<file path="src/rtl/axi_rd_arbiter_pkg.sv">
// Shared definitions for the AXI read-channel arbiter: FSM encoding, AXI constants,
// request-type encoding and default transaction IDs.
package axi_rd_arbiter_pkg;

   typedef enum logic [1:0] {
      ST_IDLE = 2'd0,
      ST_ADDR = 2'd1,
      ST_DATA = 2'd2
   } arb_state_e;

   localparam logic [2:0] AXI_SIZE_4B    = 3'd2;
   localparam logic [1:0] AXI_BURST_INCR = 2'b01;

   localparam logic RD_TYPE_WORD = 1'b0;
   localparam logic RD_TYPE_LINE = 1'b1;

   localparam logic [3:0] DEF_IC_ID = 4'd0;
   localparam logic [3:0] DEF_DC_ID = 4'd1;

endpackage

</file>
<file path="src/rtl/axi_rd_arb_pick.sv">
// Grant selector for the icache/dcache read ports. Macro AXI_RD_ARB_RR_EN selects
// round-robin (with a last-owner register); otherwise fixed dcache-over-icache priority.
module axi_rd_arb_pick (
`ifdef AXI_RD_ARB_RR_EN
   input  logic clk,
   input  logic resetn,
`endif
   input  logic en_i,
   input  logic ic_req_i,
   input  logic dc_req_i,
   output logic ic_gnt_o,
   output logic dc_gnt_o
);

`ifdef AXI_RD_ARB_RR_EN
   logic last_dc_q, last_dc_d;

   // On a tie the requester that was not granted most recently wins.
   always_comb begin
      dc_gnt_o  = en_i & dc_req_i & (~ic_req_i | ~last_dc_q);
      ic_gnt_o  = en_i & ic_req_i & ~dc_gnt_o;
      last_dc_d = last_dc_q;
      if (ic_gnt_o | dc_gnt_o) begin
         last_dc_d = dc_gnt_o;
      end
   end

   always_ff @(posedge clk or negedge resetn) begin
      if (!resetn) begin
         last_dc_q <= 1'b1;
      end else begin
         last_dc_q <= last_dc_d;
      end
   end
`else
   always_comb begin
      dc_gnt_o = en_i & dc_req_i;
      ic_gnt_o = en_i & ic_req_i & ~dc_req_i;
   end
`endif

endmodule

</file>
<file path="src/rtl/axi_rd_arbiter.sv">
// Single-outstanding AXI read arbiter between icache and dcache ports; routes R beats
// back to the owner and flags ID/RLAST protocol errors. Optional macro: AXI_RD_ARB_RR_EN.
module axi_rd_arbiter
   import axi_rd_arbiter_pkg::*;
#(
   parameter int unsigned LINE_WORDS = 8,
   parameter logic [3:0]  IC_ID      = DEF_IC_ID,
   parameter logic [3:0]  DC_ID      = DEF_DC_ID
) (
   input  logic        clk,
   input  logic        resetn,
   input  logic        ic_rd_req,
   input  logic        ic_rd_type,
   input  logic [31:0] ic_rd_addr,
   output logic        ic_rd_rdy,
   output logic        ic_ret_valid,
   output logic        ic_ret_last,
   output logic [31:0] ic_ret_data,
   input  logic        dc_rd_req,
   input  logic        dc_rd_type,
   input  logic [31:0] dc_rd_addr,
   output logic        dc_rd_rdy,
   output logic        dc_ret_valid,
   output logic        dc_ret_last,
   output logic [31:0] dc_ret_data,
   output logic [3:0]  arid,
   output logic [31:0] araddr,
   output logic [7:0]  arlen,
   output logic [2:0]  arsize,
   output logic [1:0]  arburst,
   output logic        arvalid,
   input  logic        arready,
   input  logic [3:0]  rid,
   input  logic [31:0] rdata,
   input  logic        rlast,
   input  logic        rvalid,
   output logic        rready,
   output logic        rd_err,
   output logic [1:0]  dbg_state
);

   localparam logic [31:0] LINE_MASK = ~(32'(LINE_WORDS * 4) - 32'd1);
   localparam logic [7:0]  LINE_LEN  = 8'(LINE_WORDS - 1);

   arb_state_e  state_q, state_d;
   logic        owner_dc_q, owner_dc_d;
   logic [3:0]  id_q, id_d;
   logic [31:0] addr_q, addr_d;
   logic [7:0]  len_q, len_d;
   logic [7:0]  beat_q, beat_d;
   logic        err_q, err_d;

   logic        ic_gnt, dc_gnt, pick_en;
   logic        sel_type;
   logic [31:0] sel_addr;
   logic        beat_last;

   // Grants are gated by resetn so no rdy escapes while reset is held.
   assign pick_en = (state_q == ST_IDLE) & resetn;

   axi_rd_arb_pick u_pick (
`ifdef AXI_RD_ARB_RR_EN
      .clk      (clk),
      .resetn   (resetn),
`endif
      .en_i     (pick_en),
      .ic_req_i (ic_rd_req),
      .dc_req_i (dc_rd_req),
      .ic_gnt_o (ic_gnt),
      .dc_gnt_o (dc_gnt)
   );

   assign sel_type  = dc_gnt ? dc_rd_type : ic_rd_type;
   assign sel_addr  = dc_gnt ? dc_rd_addr : ic_rd_addr;
   assign beat_last = (beat_q == len_q);

   always_comb begin
      state_d      = state_q;
      owner_dc_d   = owner_dc_q;
      id_d         = id_q;
      addr_d       = addr_q;
      len_d        = len_q;
      beat_d       = beat_q;
      err_d        = err_q;
      arvalid      = 1'b0;
      rready       = 1'b0;
      ic_ret_valid = 1'b0;
      dc_ret_valid = 1'b0;
      ic_ret_last  = 1'b0;
      dc_ret_last  = 1'b0;
      case (state_q)
         ST_IDLE: begin
            if (ic_gnt | dc_gnt) begin
               owner_dc_d = dc_gnt;
               id_d       = dc_gnt ? DC_ID : IC_ID;
               addr_d     = (sel_type == RD_TYPE_LINE) ? (sel_addr & LINE_MASK) : sel_addr;
               len_d      = (sel_type == RD_TYPE_LINE) ? LINE_LEN : 8'd0;
               state_d    = ST_ADDR;
            end
         end
         ST_ADDR: begin
            arvalid = 1'b1;
            if (arready) begin
               beat_d  = 8'd0;
               state_d = ST_DATA;
            end
         end
         ST_DATA: begin
            rready = 1'b1;
            if (rvalid) begin
               ic_ret_valid = ~owner_dc_q;
               dc_ret_valid = owner_dc_q;
               ic_ret_last  = ~owner_dc_q & beat_last;
               dc_ret_last  = owner_dc_q & beat_last;
               beat_d       = beat_q + 8'd1;
               // A bad RID or misplaced RLAST is flagged, but the burst length still rules.
               if ((rid != id_q) || (rlast != beat_last)) begin
                  err_d = 1'b1;
               end
               if (beat_last) begin
                  state_d = ST_IDLE;
               end
            end
         end
         default: state_d = ST_IDLE;
      endcase
   end

   always_ff @(posedge clk or negedge resetn) begin
      if (!resetn) begin
         state_q    <= ST_IDLE;
         owner_dc_q <= 1'b0;
         id_q       <= 4'd0;
         addr_q     <= 32'd0;
         len_q      <= 8'd0;
         beat_q     <= 8'd0;
         err_q      <= 1'b0;
      end else begin
         state_q    <= state_d;
         owner_dc_q <= owner_dc_d;
         id_q       <= id_d;
         addr_q     <= addr_d;
         len_q      <= len_d;
         beat_q     <= beat_d;
         err_q      <= err_d;
      end
   end

   assign ic_rd_rdy   = ic_gnt;
   assign dc_rd_rdy   = dc_gnt;
   assign ic_ret_data = ic_ret_valid ? rdata : 32'd0;
   assign dc_ret_data = dc_ret_valid ? rdata : 32'd0;
   assign arid        = id_q;
   assign araddr      = addr_q;
   assign arlen       = len_q;
   assign arsize      = AXI_SIZE_4B;
   assign arburst     = AXI_BURST_INCR;
   assign rd_err      = err_q;
   assign dbg_state   = state_q;

endmodule

</file>
<file path="config.mk">
export PLATFORM = sky130hd
export DESIGN_NAME = axi_rd_arbiter
export DESIGN_NICKNAME = d
export VERILOG_FILES = /design/src/rtl/axi_rd_arbiter_pkg.sv /design/src/rtl/axi_rd_arb_pick.sv /design/src/rtl/axi_rd_arbiter.sv
export SDC_FILE = /design/constraint.sdc
export NUM_CORES = 1
export LEC_CHECK = 0
export CORE_MARGIN = 5
export CORE_UTILIZATION = 33
export CTS_CLUSTER_DIAMETER = 120
export DETAILED_ROUTE_END_ITERATION = 8
export MAX_ROUTING_LAYER = met4
export PLACE_DENSITY = 0.89
export SLEW_MARGIN = 10
export SYNTH_ARGS = -nofsm -noshare
export SYNTH_HDL_FRONTEND = slang
export SYNTH_SLANG_ARGS = --single-unit
</file>
<file path="constraint.sdc">
create_clock -name clk -period 2.4 [get_ports clk]
set_input_delay 0.72 -clock clk [delete_from_list [all_inputs] [get_ports clk]]
set_output_delay 0.72 -clock clk [all_outputs]
set_load 0.02 [all_outputs]
</file>
Word-level counts from Yosys, hierarchy flattened. Cells that the tools add are included. W data, S select, Z words.

Bits in registers: 56. Input port bits: 109. Logic and storage cells: 58.

Add/sub/neg operators: 1. Equality and inequality tests: 9. Muxes and demuxes: 25. Bitwise logic cells: 9. Reduce and logical (&&, ||, !) cells: 7.

Operators by type and width (number): $mux W32 (3); $mux W8 (2); $pmux W8 S2 (1); $mux W1 (12); $add A8 B1 Y8 const B (1); $eq A8 B8 Y1 (1); $mux W2 (4); $and A1 B1 Y1 (6); $ne A2 B2 Y1 const B (3); $pmux W2 S3 (1); $reduce_and A3 Y1 (2); $mux W5 (1); $ne A4 B4 Y1 (1); $reduce_and A4 Y1 (1); $mux W3 (1); $eq A2 B1 Y1 const B (1); $eq A2 B2 Y1 const B (1); $logic_not A2 Y1 (1); $ne A2 B1 Y1 const B (1); $not A1 Y1 (2); $reduce_and A2 Y1 (1); $reduce_bool A2 Y1 (1); $logic_or A1 B1 Y1 (1); $ne A1 B1 Y1 (1); $or A1 B1 Y1 (1).

Longest topological paths before layout. Gate-level depths: netlist of the first run.

Depth after elaboration: 7. Gate-level depth with buffers: 6.

Cells and area by module. A second synthesis of the first run with hierarchy kept.

Cells, all modules: 307. Area, all modules: 2755.1 sq um.

Modules (own cells, without submodules): axi_rd_arbiter (times used 1, cells each 305, area each 2738.9 sq um, sequential area each 1126.1 sq um); axi_rd_arb_pick (times used 1, cells each 2, area each 16.3 sq um, sequential area each 0.0 sq um).

Least setup slack after synthesis of the first run. OpenSTA, ideal clock, no wires.

Path kind: input to output. Start point: input rvalid. End point: output ic_ret_data[23]. Arrival: 1.734 ns. Slack: -0.054 ns. Cell stages on the path: 4. Path buffers: 1. Cell sequence: nand3b_1 > nor2_1 > clkbuf_1 > and2_1.

Longest elaborated chain between the ends: 3.

RTL lines: start: declaration (line axi_rd_arbiter.sv:36) `input logic rvalid,`; $mux W1 (line axi_rd_arbiter.sv:110) `if (rvalid) begin`; $mux W1 (line axi_rd_arbiter.sv:91) `case (state_q)`; via ic_ret_valid (line axi_rd_arbiter.sv:16) `output logic ic_ret_valid,`; $mux W32 (line axi_rd_arbiter.sv:151) `assign ic_ret_data = ic_ret_valid ? rdata : 32'd0;`; end: declaration (line axi_rd_arbiter.sv:18) `output logic [31:0] ic_ret_data,`.

The timed path passes the listed nets, and every way through them passes these cells.

Worst setup path in the final report of the first run.
Start point: register beat_q[7]. End point: output ic_ret_last.

Longest elaborated chain between the ends: 4.

RTL lines: start: declaration (line axi_rd_arbiter.sv:50) `logic [7:0] beat_q, beat_d;`; start signal: assignment (line axi_rd_arbiter.sv:144) `beat_q <= beat_d;`; $eq A8 B8 Y1 (line axi_rd_arbiter.sv:75) `assign beat_last = (beat_q == len_q);`; $and A1 B1 Y1 (line axi_rd_arbiter.sv:113) `ic_ret_last = ~owner_dc_q & beat_last;`; $mux W1 (line axi_rd_arbiter.sv:110); $mux W1 (line axi_rd_arbiter.sv:91); end: declaration (line axi_rd_arbiter.sv:17) `output logic ic_ret_last,`.

Every way passes these cells.

==> metrics, run 1 <==
overall routing resource usage=0.2053; yosys warns=0; hold bufs inserted after CTS=0; clock tree root buffer cell=sky130_fd_sc_hd__clkbuf_8; global-route wire length before repair=16260 um; area delta synth->final=94.01%; number of library cell types mapped by synthesis=37; area of the mapped netlist=2779 um^2; Setup crit end kind=primary output; total of flip-flops plus latches after synthesis=45; max-slew violations=0; number of global-route vias before repair=3242; Routed WL=10790 um; Final Worst Setup Slack=-0.1353 ns; final hold vios=0; failing checks=negative setup slack; TritonCTS clock tree=yes; cells after synthesis=311; CTS Buf Count=5; WS Path Type=reg -> out; layout cells sized above 1=0.2721; quantity of I/O buffers inserted on ports=219; skew final=0.009631 ns; starting density of the core=0.3382; post-route fraction of the period consumed by the critical path=1.056; highest fanout seen on the critical path=3; most used flip-flop cell after synthesis=sky130_fd_sc_hd__dfrtp_1; Worst-Skew Late Latency=0.30 ns; wire length per cell=16.60 um; number of nets in the final layout=653; detailed-route DRC error count=0; top cell type's share of synthesized area=0.4052; number of detailed-route iterations in the first pass=4; power per unit of standard cell area=864.0 nW/um^2; standby leakage power=2.480 nW; area of the placeable core=8217 um^2; H-tree levels=2; number of max-capacitance violations reported=0; RSZ-0062 raised after global routing=true; slew at the pin closest to its max-slew limit=0.5750 ns; final standard cell count with taps included and fillers excluded=650; maximum number of pins on one net before global-route repair=67; crit path time final=2.535 ns; initial antenna violation count=1; Hold WC Path Type=in -> async; # fillers=639; syn avg cell area=8.935 um^2; area used by multi-input combinational logic=1564 um^2; Detail Placement HPWL=8497 um; chip width=101.8 um; sequential share of the synthesized area=0.4052; die span in y=101.8 um; maximum VDD drop=0.0005676 V; required time worst endpoint=1.68 ns; FF+latch area=1126 um^2; largest area contributor in the synthesized netlist=sky130_fd_sc_hd__dfrtp_1; Post-Route Setup TNS=-0.2687 ns; Arr. time, crit path=1.82 ns; Setup Viol. Count Final=2; number of nets with antenna violations after routing=0; top cells by area in the synthesized netlist=sky130_fd_sc_hd__dfrtp_1 (41%), sky130_fd_sc_hd__mux2i_1 (10%), sky130_fd_sc_hd__and2_1 (7.7%); Slew Limit Headroom=0.6167; share of flip-flops with an asynchronous set or reset=1.000; number of enable flip-flop cells after synthesis=0; Die Area=10360 um^2; total placed cells including tap cells=630; Clock Sink Count=45; number of buffers between clock root and the deepest sink=2; highest clock frequency the design can meet=394.4 MHz; routed via count=3169; violation count after the first detailed-routing iteration=68; startpoint class of the critical path=flip-flop; overflow left after global routing=0; Worst-path clk slew=0.10 ns; result of the run=complete, but fails checks; Final Wtd Congestion=0.8704; detail-routed via count per cell=4.875; number of placement rows=33; io pins=233
-- cells in the mapped netlist (5+ instances only) --
cell and n:
sky130_fd_sc_hd__dfrtp_1 45, sky130_fd_sc_hd__nor2_1 41, sky130_fd_sc_hd__a21oi_1 34, sky130_fd_sc_hd__and2_1 34, sky130_fd_sc_hd__and3_1 33, sky130_fd_sc_hd__mux2i_1 28
sky130_fd_sc_hd__buf_4 16, sky130_fd_sc_hd__clkbuf_1 15, sky130_fd_sc_hd__buf_2 9, sky130_fd_sc_hd__nor3b_1 7, sky130_fd_sc_hd__a31oi_1 5
-- layout make-up --
class                      count  area share
clock inverter                 3    0.009051
sequential                    45      0.2089
antenna                        1   0.0004641
clock buffer                   5     0.01276
tap                          105     0.02437
inverter                       1   0.0006962
timing repair buffer         253      0.4537
multi-input combinational    237      0.2901
-- final timing paths --
| check | from | end | slack (ns) | cells after the start |
|---|---|---|---|---|
| max in group asynchronous | resetn | araddr[22] | 1.48 | 2 |
| min in group clk | araddr[8] | araddr[8] | 0.53 | 2 |
| setup / recovery | beat_q[7] | ic_ret_last | -0.14 | 4 |
| hold reg to reg | araddr[8] | araddr[8] | 0.53 | 2 |
| setup reg to reg | dbg_state[1] | araddr[2] | 0.40 | 6 |
| hold / removal | resetn | beat_q[3] | 0.53 | 2 |
-- critical path, stage by stage (launching register included) --
cell and delay, ns:
sky130_fd_sc_hd__dfrtp_1 0.39, sky130_fd_sc_hd__or4_4 0.56, sky130_fd_sc_hd__a211oi_4 0.28, sky130_fd_sc_hd__and2_4 0.18, sky130_fd_sc_hd__buf_6 0.11
-- layout by cell type, fill, tap and decap left out, drive strengths merged, types with 3 or more instances in the layout --
master	instances
and2	36
xor2	4
conb	13
nand4	4
clkdlybuf4s15	14
a31oi	5
clkdlybuf4s50	143
a21oi	34
nand2	4
dfrtp	45
mux2i	28
and3	33
nor2	41
buf	92
nor3b	7
and3b	3
or4	3
dlygate4sd2	4
clkbuf	5
-- where the power goes --
group,switching [mW],internal [mW],leakage (nW)
logic,1.42,1.37,1.90
registers,0.187,1.07,0.521
clock network,0.283,0.317,0.0563
-- metrics by stage --
step | hold WS [ns] | setup slack, ns | total power [mW] | cell area, um^2 | util
floorplan | 0.4244 | 0.06139 | 2.629 | 2823 | -
global placement | 0.5040 | -0.8200 | 3.909 | 5147 | 0.6265
detailed placement | 0.5169 | -0.8659 | 3.988 | 5147 | 0.6265
CTS | 0.5373 | -0.1342 | 4.700 | 5398 | 0.6569
global route | 0.5666 | -0.1871 | 4.942 | 5391 | 0.6562
finish | 0.5330 | -0.1353 | 4.658 | 5391 | 0.6562
-- kinds of logic (layout without fill, tap and decap cells) --
family	Yosys count	after routing	share of synthesized area
other	2	14	0.002702
AOI/OAI and AO/OA	47	47	0.09905
and+or+nand+nor	140	141	0.2837
muxes	29	29	0.1049
DFF	45	45	0.4052
buffers and inverters	41	262	0.08104
adders and majority gates	1	1	0.004502
xor gates and xnor gates	6	6	0.01891
-- registers in the layout (all words and copies together) (netlist names) --
name and cells:
arlen 1, araddr 32, dbg_state 2, rd_err 1
beat_q 8, owner_dc_q 1
-- layer usage --
| metal | GRT usage | up-vias | share of wire |
|---|---|---|---|
| met5 | - | - | 0 |
| met4 | 0.05419 | 0 | 0.014 |
| met3 | 0.04683 | 10 | 0.088 |
| met2 | 0.3672 | 154 | 0.53 |
| met1 | 0.2294 | 1499 | 0.37 |
| li1 | - | 1506 | - |
-- repair_timing --
item | in CTS | in global routing
endpoints found under the setup margin | 71 | 39
setup buffers | 5 | 4
gates cloned | 5 | 0
pin swaps | 11 | 19
gates resized for setup | 337 | 21
No activity file was read; power rests on OpenSTA's default activity.
==> run 2: changes to the inputs <==
==> constraint.sdc (replaced) <==
create_clock -name clk -period 2.67 [get_ports clk]
set_input_delay 0.801 -clock clk [delete_from_list [all_inputs] [get_ports clk]]
set_output_delay 0.801 -clock clk [all_outputs]
set_load 0.02 [all_outputs]
==> metrics, run 2 (synthesis results as in run 1) <==
Setup crit end kind=primary output (unchanged); overall routing resource usage=0.2008 (was 0.2053); routing usage on met2=0.3677 (was 0.3672); Detail Placement HPWL=8533 um (was 8497 um); number of max-capacitance violations reported=0 (unchanged); Slew Limit Headroom=0.6180 (was 0.6167); skew final=0.01549 ns (was 0.009631 ns); area of the placeable core=8217 um^2 (unchanged); overflow left after global routing=0 (unchanged); WS Path Type=in -> out (was reg -> out); global routing's busiest layer=met2 (unchanged); Clock Sink Count=45 (unchanged); Worst R2R Setup Slack=0.67 ns (was 0.40 ns); flip-flop count of the largest register, all copies and words added=32 (unchanged); layout cells sized above 1=0.2408 (was 0.2721); final standard cell count with taps included and fillers excluded=649 (was 650); Final Wtd Congestion=0.7873 (was 0.8704); leading cell types in the layout, fill and taps excluded=sky130_fd_sc_hd__clkdlybuf4s50_1 (147), sky130_fd_sc_hd__buf_2 (58), sky130_fd_sc_hd__dfrtp_1 (44) (was sky130_fd_sc_hd__clkdlybuf4s50_1 (143), sky130_fd_sc_hd__dfrtp_1 (45), sky130_fd_sc_hd__nor2_1 (40)); result of the run=finished clean (was complete, but fails checks); Routed WL=11000 um (was 10790 um); cell with the largest stage delay on the worst path=sky130_fd_sc_hd__and3b_2 (was sky130_fd_sc_hd__or4_4); initial antenna violation count=0 (was 1); number of detailed-route iterations in the first pass=4 (unchanged); Worst-path clk slew=0.08 ns (was 0.10 ns); post-place setup slack=-0.7469 ns (was -0.8659 ns); number of nets with antenna violations after routing=0 (unchanged); number of antenna repair diodes=0 (was 1); total placed cells including tap cells=632 (was 630); startpoint class of the critical path=input port (was flip-flop); TritonCTS clock tree=yes (unchanged); post-layout util=0.6260 (was 0.6562); io pins=233 (unchanged); die span in y=101.8 um (unchanged); fin area=5144 um^2 (was 5391 um^2); highest fanout seen on the critical path=16 (was 3); cell-by-cell listing of the critical path=buf_2, and3b_2, buf_12, buf_16, and3_1, buf_4 (was or4_4, a211oi_4, and2_4, buf_6); detailed-route DRC error count=0 (unchanged); chip width=101.8 um (unchanged); required time worst endpoint=1.87 ns (was 1.68 ns); H-tree levels=2 (unchanged); max-slew violations=0 (unchanged); maximum VDD drop=0.0004666 V (was 0.0005676 V); final hold vios=0 (unchanged); hold bufs inserted after CTS=0 (unchanged); Arr. time, crit path=1.83 ns (was 1.82 ns); Hold WC Path Type=reg -> reg (was in -> async); Die Area=10360 um^2 (unchanged); total power=4.017 mW (was 4.658 mW); maximum number of pins on one net before global-route repair=42 (was 67); routed via count=3181 (was 3169); global-route wire length before repair=15880 um (was 16260 um); detail-routed via count per cell=4.901 (was 4.875); crit path time final=2.631 ns; leading cell type in the layout, fill and taps excluded=sky130_fd_sc_hd__clkdlybuf4s50_1 (unchanged); power per unit of standard cell area=780.9 nW/um^2 (was 864.0 nW/um^2); clock tree root buffer cell=sky130_fd_sc_hd__clkbuf_8 (unchanged); quantity of I/O buffers inserted on ports=219 (unchanged); slew at the pin closest to its max-slew limit=0.5730 ns (was 0.5750 ns); met3 usage in global routing=0.03926 (was 0.04683); number of nets in the final layout=654 (was 653); CP max stage delay=0.28 ns (was 0.56 ns); area delta synth->final=85.10% (was 94.01%); Final Worst Setup Slack=0.03862 ns (was -0.1353 ns); CTS Buf Count=5 (unchanged); highest clock frequency the design can meet=380.0 MHz; standby leakage power=2.438 nW (was 2.480 nW); starting density of the core=0.3382 (unchanged); Worst-Skew Late Latency=0.29 ns (was 0.30 ns); post-route fraction of the period consumed by the critical path=0.9855; violation count after the first detailed-routing iteration=88 (was 68); number of placement rows=33 (unchanged); GR met1 Demand/Resource=0.2162 (was 0.2294); number of buffers between clock root and the deepest sink=2 (unchanged); number of global-route vias before repair=3297 (was 3242); wire length per cell=16.95 um (was 16.60 um); dpl cell area=5161 um^2 (was 5147 um^2); Setup Viol. Count Final=0 (was 2)
-- run 2: critical path, delay by kind of cell --
kind                   cells  cell delay [ns]
buffers and inverters      4             0.56
and+or+nand+nor            2             0.46
-- run 2: cell type report --
type                            count  area [um^2]
Clock buffer                        5        68.82
Clock inverter                      2        13.76
Fill cell                         697         3073
Inverter                            1        3.754
Multi-Input combinational cell    236         1513
Sequential cell                    45         1127
Tap cell                          105        131.4
Timing Repair Buffer              255         2286
-- run 2: final timing paths --
path,depth (start not counted),end,from
max in group asynchronous,2,beat_q[6],resetn
worst max-delay path,6,dc_ret_data[7],rvalid
worst max register to register,6,araddr[3],dbg_state[0]
worst min-delay path,2,araddr[17],araddr[17]
min in group asynchronous,3,rd_err,resetn
worst min register to register,2,araddr[17],araddr[17]
-- run 2: per-layer routing --
| metal | wire [um] | share of wire |
|---|---|---|
| met3 | 944 | 0.086 |
| met1 | 4068 | 0.37 |
| met4 | 219 | 0.020 |
| met2 | 5765 | 0.52 |
| met5 | 0 | 0 |
-- run 2: stage by stage --
step	TNS, ns	hold slack [ns]
detailed placement	-43.87	0.5202
finish	0	0.5322
floorplan	0	0.5016
global placement	-41.30	0.5047
global route	-0.01922	0.5453
CTS	0	0.5331
-- run 2: power by group --
part | switching (mW) | total [mW] | internal [mW]
clock | 0.226 | 0.407 | 0.181
combinational | 1.27 | 2.47 | 1.20
sequential | 0.174 | 1.14 | 0.966
total | 1.67 | 4.02 | 2.35
-- run 2: what timing repair did --
action / CTS / global route
pin swaps: 1 / 2
buffers inserted: 4 / 2
cloned: 2 / 2
resized for setup: 284 / 11
endpoints found under the hold margin: 0 / 0
setup endpoints to repair: 70 / 50
